<file path="config.mk">
export PLATFORM = sky130hd
export DESIGN_NAME = uart_rx_sampler
export DESIGN_NICKNAME = d
export VERILOG_FILES = /design/src/rtl/uart_rx_sampler.sv
export SDC_FILE = /design/constraint.sdc
export NUM_CORES = 1
export LEC_CHECK = 0
export ABC_AREA = 1
export ABC_CLOCK_PERIOD_IN_PS = 3640
export CAP_MARGIN = 10
export CORE_MARGIN = 3
export CORE_UTILIZATION = 30
export CTS_CLUSTER_SIZE = 20
export DETAILED_ROUTE_END_ITERATION = 6
export PLACE_DENSITY = 0.49
export RECOVER_POWER = 25
export SLEW_MARGIN = 40
export SYNTH_ARGS = -nofsm -noshare
export SYNTH_HDL_FRONTEND = slang
export SYNTH_SLANG_ARGS = --single-unit
</file>
<file path="constraint.sdc">
create_clock -name clk -period 3.64 [get_ports clk]
set_input_delay 1.092 -clock clk [delete_from_list [all_inputs] [get_ports clk]]
set_output_delay 1.092 -clock clk [all_outputs]
set_load 0.005 [all_outputs]
</file>
<file path="src/rtl/uart_rx_sampler.sv">
// uart_rx_sampler
// Oversampling UART receiver front end. Synchronises the serial line, divides
// clk into an oversample tick, majority-votes each bit around mid-bit, checks
// start/parity/stop framing and hands good bytes to a valid/ready consumer.
//
// Ports:
//   clk, rst            clock and synchronous active-high reset
//   rx_i                asynchronous serial line (idle high)
//   cfg_en_i            receiver enable; 0 forces IDLE
//   cfg_div_i           clk cycles per oversample tick (0 behaves as 1)
//   cfg_parity_en_i     parity bit follows the data bits
//   cfg_parity_odd_i    1 = odd parity, 0 = even parity
//   cfg_stop_bits_i     0 = one stop bit, 1 = two stop bits
//   rx_data_o           received byte
//   rx_valid_o          rx_data_o holds an undelivered byte
//   rx_ready_i          consumer accepts the byte
//   err_frame_o         1-cycle pulse: stop bit sampled 0
//   err_parity_o        1-cycle pulse: parity mismatch
//   err_overrun_o       1-cycle pulse: good byte dropped, holding register full
//   busy_o              receiver is not IDLE
module uart_rx_sampler #(
  parameter int DIV_WIDTH  = 16,
  parameter int OVERSAMPLE = 16
) (
  input  logic                 clk,
  input  logic                 rst,
  input  logic                 rx_i,
  input  logic                 cfg_en_i,
  input  logic [DIV_WIDTH-1:0] cfg_div_i,
  input  logic                 cfg_parity_en_i,
  input  logic                 cfg_parity_odd_i,
  input  logic                 cfg_stop_bits_i,
  output logic [7:0]           rx_data_o,
  output logic                 rx_valid_o,
  input  logic                 rx_ready_i,
  output logic                 err_frame_o,
  output logic                 err_parity_o,
  output logic                 err_overrun_o,
  output logic                 busy_o
);

  localparam int OS_W = $clog2(OVERSAMPLE);
  localparam logic [OS_W-1:0] MID        = OS_W'(OVERSAMPLE / 2);
  localparam logic [OS_W-1:0] SAMP_FIRST = OS_W'(OVERSAMPLE / 2 - 2);
  localparam logic [OS_W-1:0] OS_LAST    = OS_W'(OVERSAMPLE - 1);

  typedef enum logic [2:0] {
    IDLE,
    START,
    DATA,
    PARITY,
    STOP1,
    STOP2,
    BREAK
  } state_t;

  state_t                 state, state_d;
  logic                   rx_s1, rx_s2, rx_prev;
  logic [DIV_WIDTH-1:0]   div_cnt;
  logic [DIV_WIDTH-1:0]   div_reload;
  logic [OS_W-1:0]        os_cnt;
  logic [2:0]             maj_sr;
  logic [2:0]             bit_idx;
  logic [7:0]             shreg;
  logic                   par_err;

  logic tick, mid, bit_val;
  logic start_go, shift_en, par_eval, deliver, frame_err;
  logic held_blocked, load;

  assign div_reload = (cfg_div_i == '0) ? '0 : cfg_div_i - DIV_WIDTH'(1);
  assign tick       = (div_cnt == '0);
  assign mid        = tick && (os_cnt == MID);

  // At the mid-sample tick the third sample is still on rx_s2, so vote on the
  // two older register entries plus the live synchronised value.
  assign bit_val = (maj_sr[1] & maj_sr[0]) | (maj_sr[1] & rx_s2) | (maj_sr[0] & rx_s2);

  assign held_blocked = rx_valid_o && !rx_ready_i;
  assign load         = deliver && !par_err && !held_blocked;
  assign busy_o       = (state != IDLE);

  always_comb begin
    state_d   = state;
    start_go  = 1'b0;
    shift_en  = 1'b0;
    par_eval  = 1'b0;
    deliver   = 1'b0;
    frame_err = 1'b0;
    if (!cfg_en_i) begin
      state_d = IDLE;
    end else begin
      case (state)
        IDLE: begin
          if (rx_prev && !rx_s2) begin
            state_d  = START;
            start_go = 1'b1;
          end
        end
        START: begin
          if (mid) state_d = bit_val ? IDLE : DATA;
        end
        DATA: begin
          if (mid) begin
            shift_en = 1'b1;
            if (bit_idx == 3'd7) state_d = cfg_parity_en_i ? PARITY : STOP1;
          end
        end
        PARITY: begin
          if (mid) begin
            par_eval = 1'b1;
            state_d  = STOP1;
          end
        end
        STOP1, STOP2: begin
          if (mid) begin
            if (!bit_val) begin
              frame_err = 1'b1;
              state_d   = BREAK;
            end else if (state == STOP1 && cfg_stop_bits_i) begin
              state_d = STOP2;
            end else begin
              deliver = 1'b1;
              state_d = IDLE;
            end
          end
        end
        BREAK: begin
          if (rx_s2) state_d = IDLE;
        end
        default: state_d = IDLE;
      endcase
    end
  end

  always_ff @(posedge clk) begin
    if (rst) begin
      state         <= IDLE;
      rx_s1         <= 1'b1;
      rx_s2         <= 1'b1;
      rx_prev       <= 1'b1;
      div_cnt       <= '0;
      os_cnt        <= '0;
      maj_sr        <= '1;
      bit_idx       <= '0;
      shreg         <= '0;
      par_err       <= 1'b0;
      rx_data_o     <= '0;
      rx_valid_o    <= 1'b0;
      err_frame_o   <= 1'b0;
      err_parity_o  <= 1'b0;
      err_overrun_o <= 1'b0;
    end else begin
      state   <= state_d;
      rx_s1   <= rx_i;
      rx_s2   <= rx_s1;
      rx_prev <= rx_s2;

      if (start_go) begin
        // Restart bit timing from the detected edge.
        div_cnt <= '0;
        os_cnt  <= '0;
        bit_idx <= '0;
        par_err <= 1'b0;
      end else begin
        div_cnt <= tick ? div_reload : div_cnt - DIV_WIDTH'(1);
        if (tick) begin
          os_cnt <= (os_cnt == OS_LAST) ? '0 : os_cnt + OS_W'(1);
          if (os_cnt >= SAMP_FIRST && os_cnt <= MID) maj_sr <= {maj_sr[1:0], rx_s2};
        end
      end

      if (shift_en) begin
        shreg   <= {bit_val, shreg[7:1]};
        bit_idx <= bit_idx + 3'd1;
      end
      if (par_eval) par_err <= (bit_val != ((^shreg) ^ cfg_parity_odd_i));

      err_frame_o   <= frame_err;
      err_parity_o  <= deliver && par_err;
      err_overrun_o <= deliver && !par_err && held_blocked;

      if (load) begin
        rx_data_o  <= shreg;
        rx_valid_o <= 1'b1;
      end else if (rx_ready_i) begin
        rx_valid_o <= 1'b0;
      end
    end
  end

endmodule

</file>
==> results.json <==
{
  "synth_xor_area_share_pct": 4.85,
  "core_area_mm2": 0.00986,
  "drv_slew": 0,
  "setup_violations": 0,
  "vias": 2882,
  "grt_pass1_vias": 2636,
  "io_buffers": 36,
  "fin_setup_tns_ns": 0,
  "row_count": 36,
  "period_needed_ns": 2.72,
  "fill_cells": 1076,
  "drv_cap": 0,
  "cts_buffers": 5,
  "antenna_cells": 0,
  "holdBufCountCts": 0,
  "cts_resized": 0,
  "cts_tree": "yes",
  "dieHeight_um": 107,
  "viasPerCell": 4.48,
  "postSynth.asyncResetShare_pct": 0,
  "cts_sinks": 52,
  "die_w_um": 107,
  "syn_avg_cell_area_um2": 6.49,
  "syn_inst": 473,
  "synth_cell_type_count": 32,
  "status": "finished, final reports clean",
  "synth_top_family_by_area": "simple AND/OR/NAND/NOR gates",
  "clk_path_buf_depth": 2,
  "muxShareOfSynthArea_pct": 0,
  "first_iter_violations": 124,
  "ctsHtreeMaxLevel": 2,
  "max_freq_ghz": 0.368,
  "final_hold_viol_count": 0,
  "grt_max_degree": 21,
  "ant_nets": 0,
  "end_kind": "output pin",
  "synth_nets": 504,
  "cts.clk_slew.worst_paths_ns": 0.11,
  "crit_fanout": 5,
  "drc": 0,
  "post_cts_buffers": 0,
  "grt_pass1_wl_um": 12200,
  "crit_path_start_kind": "register",
  "ioPinCount": 37,
  "ys_warn_count": 0,
  "vdd_drop_max_mv": 0.305,
  "post-route-period-util_pct": 74.7,
  "fin_util_pct": 37.0,
  "slew_headroom_pct": 54.2,
  "root_buffer": "clkbuf_8",
  "ys_seq_area_share_pct": 33.9,
  "critPathKind": "reg -> out",
  "place_area_mm2": 0.00356,
  "wirelength_um": 7160,
  "detailed_place_hpwl_um": 5550,
  "cp_data_arrival_time_ns": 1.63,
  "drive_gt1_share_pct": 5.10,
  "synth-adder-area-share_pct": 2.85,
  "synth.cell_area_mm2": 0.00307,
  "wl_per_cell_um": 11.1,
  "initial_utilization_pct": 31.1,
  "synth-compound-area-share_pct": 10.7,
  "drt_pass1_iterations": 4,
  "powerDensity_mw_per_mm2": 546,
  "grt.total_usage_pct": 12.8,
  "required_ns": 2.55,
  "ys_ff_latch": 52,
  "clkLatencyLatePin_ns": 0.31,
  "antenna_found_initial": 0,
  "worst_pin_slew_ns": 0.686,
  "nNetsFinal": 540,
  "die-area_mm2": 0.0115,
  "overflow": 0,
  "synth_flop_cell": "dfxtp_1",
  "skew_ns": 0.0101,
  "holdCritPathClass": "reg -> reg",
  "synthSimpleGateAreaFrac_pct": 37.2,
  "rsz0062_at_grt": "no",
  "syn_to_final_growth_pct": 19.1,
  "gp_congestion": 0.872,
  "design_area_mm2": 0.00365,
  "synth-edff-count": 0,
  "p_leak_nw": 1.63
}
-- final timing paths --
path | from | slack [ns] | end | depth (start not counted)
worst max-delay path | state[0]$_SDFFE_PP0P_ | 0.92 | busy_o | 3
worst min-delay path | rx_s1$_SDFF_PP1_ | 0.42 | rx_s2$_SDFF_PP1_ | 1
worst max register to register | div_cnt[0]$_SDFF_PP0_ | 1.16 | shreg[3]$_SDFFE_PP0P_ | 9
worst min register to register | rx_s1$_SDFF_PP1_ | 0.42 | rx_s2$_SDFF_PP1_ | 1
-- synth_stat cells, types with 6 or more instances --
master	n	area share, %
nand2_1	109	13
inv_1	71	8.7
nor2_1	68	8.3
dfxtp_1	52	34
a21oi_1	36	5.9
nand3_1	35	5.7
o21ai_0	21	3.4
nor3_1	15	2.4
xor2_1	11	3.1
nand4_1	8	1.6
ha_1	7	2.9
xnor2_1	6	1.7
-- placed cells by master, fill, tap and decap left out, types with 2 or more instances in the layout --
cell type,instances
a21oi_1,36
buf_4,2
clkbuf_8,5
clkdlybuf4s50_1,30
dfxtp_1,52
dlygate4sd3_1,6
ha_1,7
inv_1,71
nand2_1,109
nand2_2,2
nand3_1,35
nand4_1,8
nor2_1,68
nor2_4,4
nor3_1,15
o211ai_1,3
o21ai_0,21
or2_2,3
xnor2_1,6
xor2_1,11
-- metrics by stage --
| stage | worst slack [ns] | power (W) | hold WS (ns) | std cells |
|---|---|---|---|---|
| finish | 0.920 | 0.00200 | 0.425 | 643 |
| floorplan | 1.38 | 0.00145 | 0.389 | 473 |
| CTS | 0.864 | 0.00202 | 0.432 | 643 |
| global route | 0.774 | 0.00218 | 0.435 | 643 |
| detailed placement | 0.748 | 0.00166 | 0.401 | 635 |
| global placement | 0.824 | 0.00165 | 0.397 | 635 |
-- registers in the layout, indices dropped and copies added, names as in the netlist --
register / cells
rx_prev: 1
div_cnt: 16
err_frame_o: 1
err_parity_o: 1
os_cnt: 4
rx_s2: 1
state: 3
rx_data_o: 8
maj_sr: 2
shreg: 8
bit_idx: 3
err_overrun_o: 1
rx_valid_o: 1
par_err: 1
rx_s1: 1
-- worst max-delay path, cell delays in order, from the launching register on --
cell and delay, ns:
dfxtp_1 0.36, nor3_1 0.41, inv_1 0.10, clkdlybuf4s50_1 0.46
-- layout make-up --
type                            instances  area, um^2  area share, %
Multi-Input combinational cell        340        1700           46.6
Sequential cell                        52        1040           28.5
Timing Repair Buffer                   38         375           10.3
Inverter                               72         270           7.40
Tap cell                              133         166           4.55
Clock buffer                            5        68.8           1.88
Clock inverter                          3        27.5          0.753
-- routing by layer --
metal | track usage, % | share of wire [%]
met5 | 0 | 0
met3 | 2.47 | 2.1
met2 | 19.3 | 44
met4 | 2.65 | 0.45
met1 | 19.0 | 54
-- report_power, final --
group          switching (W)  total (W)  internal, W  leakage, nW
Sequential         0.0000792   0.000737     0.000658        0.423
Combinational       0.000568   0.000902     0.000335         1.16
Clock               0.000216   0.000357     0.000142       0.0463
-- cells by family (layout without fill, tap and decap cells) --
logic type                 Yosys count  after routing
AOI/OAI and AO/OA                   63             63
xor gates and xnor gates            17             17
and+or+nand+nor                    253            253
buffers and inverters               81            118
adders and majority gates            7              7
DFF                                 52             52
Power figures use the tool's default switching activity.
